<file path="config.mk">
export PLATFORM = sky130hd
export DESIGN_NAME = mul_seq
export DESIGN_NICKNAME = d
export VERILOG_FILES = /design/src/rtl/mul_pkg.sv /design/src/rtl/mul_neg.sv /design/src/rtl/mul_seq.sv
export SDC_FILE = /design/constraint.sdc
export NUM_CORES = 1
export LEC_CHECK = 0
export ABC_AREA = 1
export CORE_MARGIN = 8
export CORE_UTILIZATION = 25
export DETAILED_ROUTE_END_ITERATION = 8
export PLACE_DENSITY = 0.43
export SYNTH_ARGS = -nofsm -noshare
export SYNTH_HDL_FRONTEND = slang
export SYNTH_SLANG_ARGS = --single-unit
</file>
<file path="constraint.sdc">
create_clock -name Clock -period 8.7 [get_ports Clock]
set_clock_uncertainty 0.15 [all_clocks]
set_input_delay 1.305 -clock Clock [delete_from_list [all_inputs] [get_ports Clock]]
set_output_delay 1.305 -clock Clock [all_outputs]
set_load 0.005 [all_outputs]
</file>
<file path="src/rtl/mul_pkg.sv">
// Shared types and helpers for the sequential shift-add multiplier.
package mul_pkg;

    typedef enum logic [1:0] {
        Idle,
        Run,
        Sign
    } mul_state_t;

    localparam int unsigned MinWidth = 2;

    // Width of a step counter that must reach w-1.
    function automatic int unsigned cnt_width(int unsigned w);
        return (w > MinWidth) ? $clog2(w) : 1;
    endfunction

endpackage

</file>
<file path="src/rtl/mul_neg.sv">
// Combinational conditional two's-complement negator.
module mul_neg #(
    parameter int unsigned N = 32
) (
    input  logic         en,
    input  logic [N-1:0] in,
    output logic [N-1:0] out
);

    always_comb begin
        out = en ? ((~in) + N'(1)) : in;
    end

endmodule

</file>
<file path="src/rtl/mul_seq.sv">
// Sequential shift-add multiplier for MULT/MULTU: WIDTH steps on magnitudes, then sign fix.
module mul_seq #(
    parameter int unsigned WIDTH = 32
) (
    input  logic               Clock,
    input  logic               reset,
    input  logic               load,
    input  logic               is_signed,
    input  logic [WIDTH-1:0]   multiplicador,
    input  logic [WIDTH-1:0]   multiplicando,
    output logic [2*WIDTH-1:0] resultado,
    output logic               busy,
    output logic               done
);

    import mul_pkg::*;

    localparam int unsigned CntW = cnt_width(WIDTH);
    localparam int unsigned PW   = 2 * WIDTH;

    mul_state_t       state_q, state_d;
    logic [CntW-1:0]  cnt_q, cnt_d;
    logic [PW-1:0]    acc_q, acc_d;
    logic [WIDTH-1:0] mplier_q, mplier_d;
    logic [WIDTH-1:0] mcand_q, mcand_d;
    logic             neg_q, neg_d;
    logic [PW-1:0]    res_q, res_d;
    logic             done_q, done_d;

    logic [WIDTH-1:0] abs_a, abs_b, addend;
    logic [WIDTH:0]   sum;
    logic [PW-1:0]    fixed_acc;

    mul_neg #(.N(WIDTH)) u_abs_a (
        .en  (is_signed & multiplicador[WIDTH-1]),
        .in  (multiplicador),
        .out (abs_a)
    );

    mul_neg #(.N(WIDTH)) u_abs_b (
        .en  (is_signed & multiplicando[WIDTH-1]),
        .in  (multiplicando),
        .out (abs_b)
    );

    mul_neg #(.N(PW)) u_fix (
        .en  (neg_q),
        .in  (acc_q),
        .out (fixed_acc)
    );

    always_comb begin
        state_d  = state_q;
        cnt_d    = cnt_q;
        acc_d    = acc_q;
        mplier_d = mplier_q;
        mcand_d  = mcand_q;
        neg_d    = neg_q;
        res_d    = res_q;
        done_d   = 1'b0;
        addend   = mplier_q[0] ? mcand_q : '0;
        // Carry out of the upper-half add becomes the new msb after the shift.
        sum      = {1'b0, acc_q[PW-1:WIDTH]} + {1'b0, addend};

        case (state_q)
            Idle: begin
                if (load) begin
                    mplier_d = abs_a;
                    mcand_d  = abs_b;
                    neg_d    = is_signed & (multiplicador[WIDTH-1] ^ multiplicando[WIDTH-1]);
                    acc_d    = '0;
                    cnt_d    = '0;
                    state_d  = Run;
                end
            end
            Run: begin
                acc_d    = {sum, acc_q[WIDTH-1:1]};
                mplier_d = mplier_q >> 1;
                cnt_d    = cnt_q + CntW'(1);
                if (cnt_q == CntW'(WIDTH - 1)) begin
                    state_d = Sign;
                end
            end
            Sign: begin
                res_d   = fixed_acc;
                done_d  = 1'b1;
                state_d = Idle;
            end
            default: state_d = Idle;
        endcase
    end

    always_ff @(posedge Clock or posedge reset) begin
        if (reset) begin
            state_q  <= Idle;
            cnt_q    <= '0;
            acc_q    <= '0;
            mplier_q <= '0;
            mcand_q  <= '0;
            neg_q    <= 1'b0;
            res_q    <= '0;
            done_q   <= 1'b0;
        end else begin
            state_q  <= state_d;
            cnt_q    <= cnt_d;
            acc_q    <= acc_d;
            mplier_q <= mplier_d;
            mcand_q  <= mcand_d;
            neg_q    <= neg_d;
            res_q    <= res_d;
            done_q   <= done_d;
        end
    end

    assign resultado = res_q;
    assign done      = done_q;
    assign busy      = (state_q != Idle);

endmodule

</file>
==> out/qor.csv, run 1 <==
stage;metric;value;unit
setup_path;CP top delay family;buffers and inverters;
setup_path;CP Class;primary input to register;
min_path;Hold Path Class;register to register;
timing;post-route minimum period;4.07;ns
finish;fin nets;2328;
route;DRC violations left;0;
timing;Worst slew margin;29.2;%
route;Via Count;13463;
pwr;Tot Pwr;5790;uW
route;WL final;46.1;mm
route;DR pass1 iterations;5;
pwr;peak supply drop;0.130;mV
logic_synthesis;share of the synthesized area in the top cell type;36.2;%
placed_design;Post-Place Cell Area;15900;sq um
logic_synthesis;Seq cells post-synth;201;
route;post-route ant nets;0;
logic_synthesis;Main synth FF type;dfrtp_1;
grt;vias in the first global route;13327;
grt;initial antenna violation count;1;
timing;Finish-stage setup viols;0;
route;drt first-iter violations;912;
pwr;internal power;2990;uW
clock_tree;Worst-path clk slew;0.06;ns
floorplanning;I/O pin cnt;134;
pwr;Gate power share;52.1;%
logic_synthesis;Synth Instances;2116;
pwr;clock power share;19.5;%
floorplanning;total die area;63400;sq um
logic_synthesis;ys async rst share;100;%
floorplanning;row count;86;
logic_synthesis;count of cell types in the netlist;42;
finish;share of layout cells above drive strength 1;5.04;%
clock_tree;CTS Root Cell;clkbuf_16;
pwr;P_leak;0.00846;uW
clock_tree;Post-CTS Resized;0;
setup_path;CP endpoint kind;register;
clock_tree;CTS tree;done;
timing;final worst setup slack;4.63;ns
logic_synthesis;Synth warnings;0;
logic_synthesis;EDFF count, synth;0;
setup_path;crit-path max cell delay;0.53;ns
logic_synthesis;top cells by area, synth;dfrtp_1, nand2_1, inv_1;
finish;final core utilization;30.6;%
logic_synthesis;Net Count, Synth;2222;
route;detailed-route vias per instance;4.50;
setup_path;Slowest-stage cell, CP;inv_2;
setup_path;crit path DAT;4.37;ns
clock_tree;postcts setup bufs;0;
logic_synthesis;Synth area leader;dfrtp_1;
setup_path;worst path buffer plus inverter count;5;
setup_path;startpoint types;primary input;
grt;Total GRT Usage;14.4;%
grt;gr ovfl total;0;
pwr;Psw;2790;uW
setup_path;R2R Setup Slk;5.32;ns
timing;worst slew pin tran;1.06;ns
placed_design;gp weighted congestion;0.887;
status;status;finished, final reports clean;
setup_path;CP max FO;63;
route;routed len/inst;15.4;microns
setup_path;worst path cell trace;clkdlybuf4s50_1 > nand2_2 > buf_4 > inv_2 > nor2_4 > buf_4 > inv_2 > o21ai_0;
logic_synthesis;Post-synth top cells;nand2_1, inv_1, nor2_1;
setup_path;Data required, critical path;9.00;ns
clock_tree;clk_lat worst skew;0.56;ns
logic_synthesis;sequential share of the synthesized area;36.2;%
placed_design;post-place setup slack;3.98;ns
logic_synthesis;Mapped Area;13900;sq um
clock_tree;Longest Clk Path Bufs;3;
timing;final slew viol count;0;
timing;final hold violations;0;
clock_tree;H-tree depth;1;
placed_design;IO buf count;133;
timing;Fmax;246;MHz
logic_synthesis;Avg Cell Area, Syn;6.57;sq um
placed_design;DP HPWL;35.6;mm
floorplanning;initial core utilization;25.3;%
pwr;Flop pwr share;28.4;%
finish;Syn-to-layout area delta;21.2;%
clock_tree;clock sinks;201;
floorplanning;die width;252;microns
finish;Finished Cell Area;16800;sq um
timing;Setup TNS;0;ns
pwr;fraction of power spent switching nets;48.3;%
clock_tree;Post-CTS Hold Buffers;0;
clock_tree;Num CTS Buffers;26;
logic_synthesis;count leader, synth;nand2_1;
finish;fillers;6050;
pwr;power per cell area;344;nW/um^2
grt;largest net degree at the start of global routing;142;
timing;period utilization;46.8;%
floorplanning;Die H;252;microns
grt;global-route wire length before repair;74.4;mm
timing;RSZ-0062 raised after global routing;no;
floorplanning;Core Box Area;55000;sq um
run;Max-Cap Viols;0;
==> sequential cells by signal (all words and copies together), names as in the netlist <==
signal and count:
acc_q 64, resultado 64, mcand_q 32, mplier_q 32, cnt_q 5, state_q 2
done 1, neg_q 1
==> worst paths after layout <==
path / startpoint / to / depth (start not counted)
min: resultado[46] / resultado[46] / 2
min reg2reg: resultado[46] / resultado[46] / 2
max: load / acc_q[46] / 8
max in group asynchronous: reset / neg_q / 3
min in group asynchronous: reset / mplier_q[6] / 2
max reg2reg: mplier_q[0] / acc_q[46] / 11
==> power groups by stage <==
| stage | clock, uW | sequential (uW) | combinational, uW |
|---|---|---|---|
| final | 1130 | 1640 | 3020 |
| after global routing | 1200 | 1700 | 3460 |
| after CTS | 1160 | 1640 | 3040 |
| after detailed placement | 0 | 1660 | 3030 |
| after global placement | 0 | 1660 | 3000 |
| after floorplan | 0 | 1500 | 2240 |
==> worst min-delay path, stage by stage, from the launching register on <==
cell and delay [ns]:
dfrtp_1 0.34, nand2_1 0.05, nand2_1 0.05
==> final cells by class <==
cell class                 instances  area (sq um)  area share (%)
antenna                            1          2.50          0.0149
clock buffer                      36           748            4.44
clock inverter                    10           143           0.847
inverter                         294          1110            6.60
multi-input combinational       1558          7480            44.4
sequential                       201          5030            29.9
tap                              748           936            5.56
timing repair buffer             141          1390            8.26
==> layer usage <==
layer	GRT usage, %	vias up	part of all wire [%]
met5	0	-	0
met4	3.92	0	2.4
met3	1.82	55	4.5
met2	22.6	276	43
met1	20.6	6184	50
li1	-	6948	-
==> cells in the final DEF, fill, tap and decap left out, types with 2 or more instances in the layout <==
cell / count
o21ai_1: 21
o22ai_1: 39
nand3b_1: 3
o211ai_1: 2
clkbuf_16: 26
nor2_1: 211
o21ai_0: 105
a22o_1: 2
buf_4: 8
clkdlybuf4s50_1: 133
xor2_1: 50
nand3_1: 187
bufinv_16: 3
nand2_2: 19
and2_1: 3
inv_2: 9
o31ai_1: 3
nand2_1: 716
ha_1: 37
nor3_1: 12
a22oi_1: 26
clkinv_2: 5
nor2_2: 11
a31oi_1: 4
nor2_4: 9
xnor2_1: 4
or2_2: 7
clkbuf_1: 4
inv_1: 283
clkbuf_8: 6
a21oi_1: 42
dfrtp_1: 200
nand3_2: 2
nand4_1: 31
o21bai_1: 4
==> stage by stage <==
stage,instances,hold WS (ns)
final,2989,0.330
after global routing,2989,0.348
after CTS,2988,0.335
after detailed placement,2942,0.319
after global placement,2942,0.316
after floorplan,2116,0.299
==> logic make-up (layout without fill, tap and decap cells) <==
logic type,Yosys count,count (layout),share of synthesized area (%)
AOI/OAI and AO/OA,251,251,10.2
xor gates and xnor gates,54,54,3.40
adders and majority gates,38,38,3.48
buffers and inverters,357,481,10.0
DFF,201,201,36.2
other,0,1,0
and+or+nand+nor,1215,1215,36.7
Power figures use the tool's default switching activity.
==> inputs of run 2 (changes only) <==
- PLACE_DENSITY: 0.43 -> 0.45
- clock period: 8.7 -> 3.3 ns (I/O delays scaled with it)
==> run 2 against run 1 <==
Compared with the run above:
- utilization rose by 0.27 points
- critical path type is now register to register
- via count rose by 1.0%
- highest routed layer unchanged
- critical endpoint is now acc_q[45]
- count of clock-buffer cells in the layout fell by 4
==> out/qor.csv, run 2 (synthesized netlist as in run 1, its figures left out) <==
stage;metric;value;unit
clock_tree;CTS Root Cell;clkbuf_16;
route;detailed-route vias per instance;4.53;
finish;fin nets;2341;
route;post-route ant nets;0;
finish;most frequent cells in the layout;nand2_1, inv_1, nor2_1;
timing;worst slew pin tran;0.713;ns
setup_path;reg2reg path depth;12;
placed_design;gp weighted congestion;0.898;
timing;post-route minimum period;2.73;ns
setup_path;R2R Setup Slk;0.57;ns
grt;largest net degree at the start of global routing;71;
clock_tree;H-tree depth;1;
floorplanning;die width;252;microns
clock_tree;Worst-path clk slew;0.06;ns
setup_path;CP Class;register to register;
setup_path;startpoint types;register;
finish;Syn-to-layout area delta;22.3;%
grt;initial antenna violation count;0;
timing;Hold WS;0.175;ns
setup_path;Reg-to-Reg Start;mplier_q[0];
pwr;power per cell area;907;nW/um^2
route;routed len/inst;15.6;microns
pwr;P_leak;0.00853;uW
clock_tree;CTS tree;done;
placed_design;DP HPWL;36.5;mm
timing;Setup TNS;0;ns
clock_tree;postcts setup bufs;0;
route;DR pass1 iterations;6;
setup_path;CP max FO;27;
finish;commonest non-fill, non-tap cell in the layout;nand2_1;
clock_tree;Post-CTS Resized;0;
route;DRC violations left;0;
min_path;Hold Path Class;primary input to async pin;
setup_path;crit path DAT;3.00;ns
setup_path;Data required, critical path;3.57;ns
route;Via Count;13597;
grt;global-route wire length before repair;75.0;mm
timing;RSZ-0062 raised after global routing;no;
clock_tree;Longest Clk Path Bufs;3;
floorplanning;row count;86;
finish;final core utilization;30.9;%
run;Max-Cap Viols;0;
clock_tree;clk_lat worst skew;0.57;ns
floorplanning;total die area;63400;sq um
floorplanning;I/O pin cnt;134;
timing;final hold violations;0;
floorplanning;initial core utilization;25.3;%
grt;gr ovfl total;0;
grt;vias in the first global route;13345;
finish;Antenna Cells;0;
timing;Finish-stage setup viols;0;
setup_path;CP endpoint kind;register;
timing;final slew viol count;0;
placed_design;post-place setup slack;0.691;ns
clock_tree;clock sinks;201;
grt;Total GRT Usage;14.5;%
clock_tree;Num CTS Buffers;26;
placed_design;IO buf count;133;
pwr;peak supply drop;0.436;mV
finish;share of layout cells above drive strength 1;5.77;%
setup_path;FF-to-FF End;acc_q[45];
timing;Worst slew margin;52.4;%
status;status;finished, final reports clean;
timing;Fmax;366;MHz
floorplanning;Core Box Area;55000;sq um
placed_design;Placed Cells;2955;
route;WL final;46.7;mm
timing;final worst setup slack;0.567;ns
clock_tree;Post-CTS Hold Buffers;0;
finish;fin cells;3002;
route;drt first-iter violations;940;
timing;period utilization;82.8;%
floorplanning;Die H;252;microns
-- run 2: changes by cell type in the layout (fill, tap and decap cells not counted) --
cell        previous run  this run
buf_12                 0         4
buf_4                  8        17
clkbuf_1               4         1
clkbuf_8               6         5
clkinv_2               5         8
clkinv_4               0         1
clkinvlp_4             1         4
diode_2                1         0
inv_6                  1         0
inv_8                  1         0
-- run 2: metal layers --
layer / vias up / track usage, % / wire, microns
met5: - / 0 / 0
met4: 0 / 3.46 / 791
met3: 45 / 2.17 / 2320
met2: 291 / 23.5 / 20800
met1: 6289 / 20.1 / 22700
li1: 6972 / - / -
-- run 2: cell type report --
type | count | area [sq um]
fill | 6047 | 38000
multi-input combinational | 1558 | 7480
sequential | 201 | 5030
timing repair buffer | 154 | 1540
inverter | 294 | 1110
tap | 748 | 936
clock buffer | 32 | 723
clock inverter | 15 | 173
-- run 2: stage by stage --
| stage | instance area (sq um) | power, uW |
|---|---|---|
| floorplan | 13900 | 9870 |
| global placement | 16100 | 12400 |
| detailed placement | 16100 | 12400 |
| CTS | 17000 | 15500 |
| global route | 17000 | 16900 |
| finish | 17000 | 15400 |
-- run 2: critical path, stage by stage, from the launching register on --
cell	delay [ns]
dfrtp_1	0.43
buf_4	0.33
nand2_1	0.10
inv_1	0.07
ha_1	0.28
nand2_1	0.15
inv_1	0.07
nand2_1	0.06
nand2_1	0.09
a21oi_1	0.14
nand2_1	0.17
o21ai_0	0.39
o21ai_0	0.15
-- run 2: how the worst max path moves through the flow --
stage / startpoint / endpoint / slack, ns / depth (start not counted)
global route: mplier_q[0] / acc_q[45] / 0.36 / 12
CTS: mplier_q[0] / acc_q[49] / 0.66 / 15
finish: mplier_q[0] / acc_q[45] / 0.57 / 12
detailed placement: mplier_q[0] / acc_q[49] / 0.69 / 15
global placement: mplier_q[0] / acc_q[45] / 0.69 / 12
floorplan: reset / acc_q[0] / 0.05 / 1
-- run 2: report_power, final --
| part | switching (uW) | total (uW) | internal [uW] |
|---|---|---|---|
| combinational | 5260 | 8020 | 2760 |
| sequential | 1040 | 4400 | 3360 |
| clock | 1190 | 2980 | 1790 |
| total | 7490 | 15400 | 7920 |
==> inputs of run 3 (changes only) <==
- clock period: 3.3 -> 2.5 ns (I/O delays scaled with it)
==> run 3 against run 2 <==
Compared with the run above:
- final area grew 4.1%
- critical path depth is the same
- fmax grew 15%
- count of clock-buffer cells in the layout is the same
- non-clock buffer count grew 37
- register-to-register slack lost 0.45 ns
- first-iteration DRC count shrank 3.9%
- routed wire length grew 1.3%
- worst hold slack gained 0.11 ns
- largest cell class unchanged
- cell count grew 1.1%
- total power grew 41%
- utilization grew 1.3 points
==> out/qor.csv, run 3 (synthesized netlist as in run 1, its figures left out) <==
stage;metric;value;unit
route;DRC violations left;0;
timing;Fmax;419;MHz
timing;worst slew pin tran;0.602;ns
clock_tree;CTS Root Cell;clkbuf_16;
setup_path;most used cell, CP;nand2_1;
route;routed len/inst;15.6;microns
run;Max-Cap Viols;0;
setup_path;CP Class;register to register;
route;Via Count;13707;
grt;gr busiest metal;met2;
floorplanning;initial core utilization;25.3;%
grt;vias in the first global route;13435;
finish;share of layout cells above drive strength 1;10.3;%
floorplanning;row count;86;
finish;commonest non-fill, non-tap cell in the layout;nand2_1;
floorplanning;I/O pin cnt;134;
min_path;worst hold start;multiplicador[31];
timing;post-route minimum period;2.39;ns
clock_tree;clock sinks;201;
min_path;WHS Path Cells;3;
placed_design;DP HPWL;36.8;mm
grt;global-route wire length before repair;75.3;mm
clock_tree;Num CTS Buffers;25;
status;status;finished, final reports clean;
finish;fillers;6010;
placed_design;IO buf count;133;
grt;Total GRT Usage;14.6;%
timing;final hold violations;0;
setup_path;FF-to-FF End;acc_q[59];
setup_path;Reg-to-Reg Start;mplier_q[0];
min_path;hold endpoint;mplier_q[31];
setup_path;worst path cell trace;buf_12 > nand2_1 > inv_1 > ha_1 > a21oi_1 > nor2_1 > nor2_1 > nand2_1 > a21oi_1 > nand3_1 > nand3_1 > nand2_1;
pwr;P_leak;0.00876;uW
setup_path;R2R Setup Slk;0.11;ns
route;WL final;47.3;mm
setup_path;CP endpoint kind;register;
timing;final slew viol count;0;
route;DR pass1 iterations;5;
placed_design;gp weighted congestion;0.859;
timing;Finish-stage setup viols;0;
route;drt first-iter violations;903;
finish;fin nets;2377;
setup_path;crit path DAT;2.69;ns
floorplanning;Core Box Area;55000;sq um
floorplanning;Die H;252;microns
setup_path;Slowest-stage cell, CP;dfrtp_2;
timing;Worst slew margin;59.5;%
grt;gr ovfl total;0;
grt;met2 Resource Use GR;23.3;%
min_path;Hold Path Class;primary input to register;
floorplanning;total die area;63400;sq um
setup_path;Data required, critical path;2.80;ns
finish;register area;5030;sq um
pwr;Tot Pwr;21700;uW
finish;Syn-to-layout area delta;27.3;%
grt;largest net degree at the start of global routing;73;
setup_path;crit-path max cell delay;0.44;ns
setup_path;CP max FO;24;
finish;most frequent cells in the layout;nand2_1, inv_1, dfrtp_1;
floorplanning;die width;252;microns
grt;M1 GR Usage;20.2;%
clock_tree;CTS tree;done;
setup_path;reg2reg path depth;12;
grt;initial antenna violation count;0;
grt;grt met3 use;2.12;%
clock_tree;Worst-path clk slew;0.06;ns
route;detailed-route vias per instance;4.52;
setup_path;startpoint types;register;
clock_tree;clk_lat worst skew;0.57;ns
finish;area of the multi-input gates;7830;sq um
timing;period utilization;95.5;%
clock_tree;Longest Clk Path Bufs;3;
clock_tree;H-tree depth;1;
finish;Antenna Cells;0;
route;post-route ant nets;0;
pwr;peak supply drop;0.603;mV
timing;Setup TNS;0;ns
pwr;power per cell area;1230;nW/um^2
timing;RSZ-0062 raised after global routing;yes;
[run 3: cell types whose count changed in the layout (fill, tap and decap cells not counted), moves of 4 or more]
cell | before | now
buf_4 | 17 | 47
nor2_1 | 211 | 197
ha_1 | 37 | 17
a21oi_2 | 0 | 5
o21ai_0 | 105 | 101
a21oi_1 | 42 | 37
nand2_2 | 19 | 41
buf_12 | 4 | 10
ha_2 | 0 | 7
nor2_2 | 11 | 23
ha_4 | 0 | 13
nand2_1 | 716 | 693
nand3_1 | 187 | 183
[run 3: area by class of cell]
type	count	area share (%)
multi-input combinational	1558	44.3
timing repair buffer	191	10.7
clock buffer	32	4.03
tap	748	5.29
clock inverter	11	0.983
sequential	201	28.5
inverter	294	6.27
[run 3: how the worst max path moves through the flow]
stage | start | to | slack, ns | depth (start not counted)
after floorplan | reset | acc_q[0] | -0.63 | 1
after global placement | mplier_q[0] | acc_q[49] | -0.03 | 16
after detailed placement | mplier_q[0] | acc_q[49] | -0.06 | 16
after CTS | mplier_q[0] | acc_q[54] | 0.02 | 16
after global routing | mplier_q[0] | acc_q[61] | -0.04 | 16
final | mplier_q[0] | acc_q[59] | 0.11 | 12
[run 3: power breakdown]
group          switching (uW)  internal (uW)  total, uW
combinational            7540           4550      12100
sequential               1200           4440       5640
clock                    1530           2420       3950
total                   10300          11400      21700
[run 3: metrics by stage]
stage	hold WS [ns]	util [%]	instance area, sq um	std cells	worst slack (ns)
after global placement	0.317	29.9	16400	2989	-0.0340
after detailed placement	0.316	29.9	16400	2989	-0.0639
after floorplan	0.299	-	13900	2116	-0.627
after CTS	0.262	31.5	17300	3033	0.0214
final	0.283	32.2	17700	3035	0.113
after global routing	0.322	32.2	17700	3035	-0.0432
[run 3: timing repair]
item | 4_1_cts | 5_1_grt
endpoints found under the hold margin | 4 | 0
gates resized for setup | 3 | 82
pin swaps | 0 | 8
setup buffers | 0 | 2
setup endpoints to repair | 2 | 26
hold buffers | 1 | 0
[run 3: layer usage]
metal,wire length (microns),up-vias
met2,21100,298
li1,-,7038
met3,2190,67
met5,0,-
met1,22700,6304
met4,1280,0
[run 3: worst max-delay path, delay by kind of cell (launching register included)]
kind            cells  cell delay (ns)
simple gates        7             0.63
fa+ha+maj           1             0.37
flops               1             0.44
buf+inv             2             0.21
compound gates      2             0.47
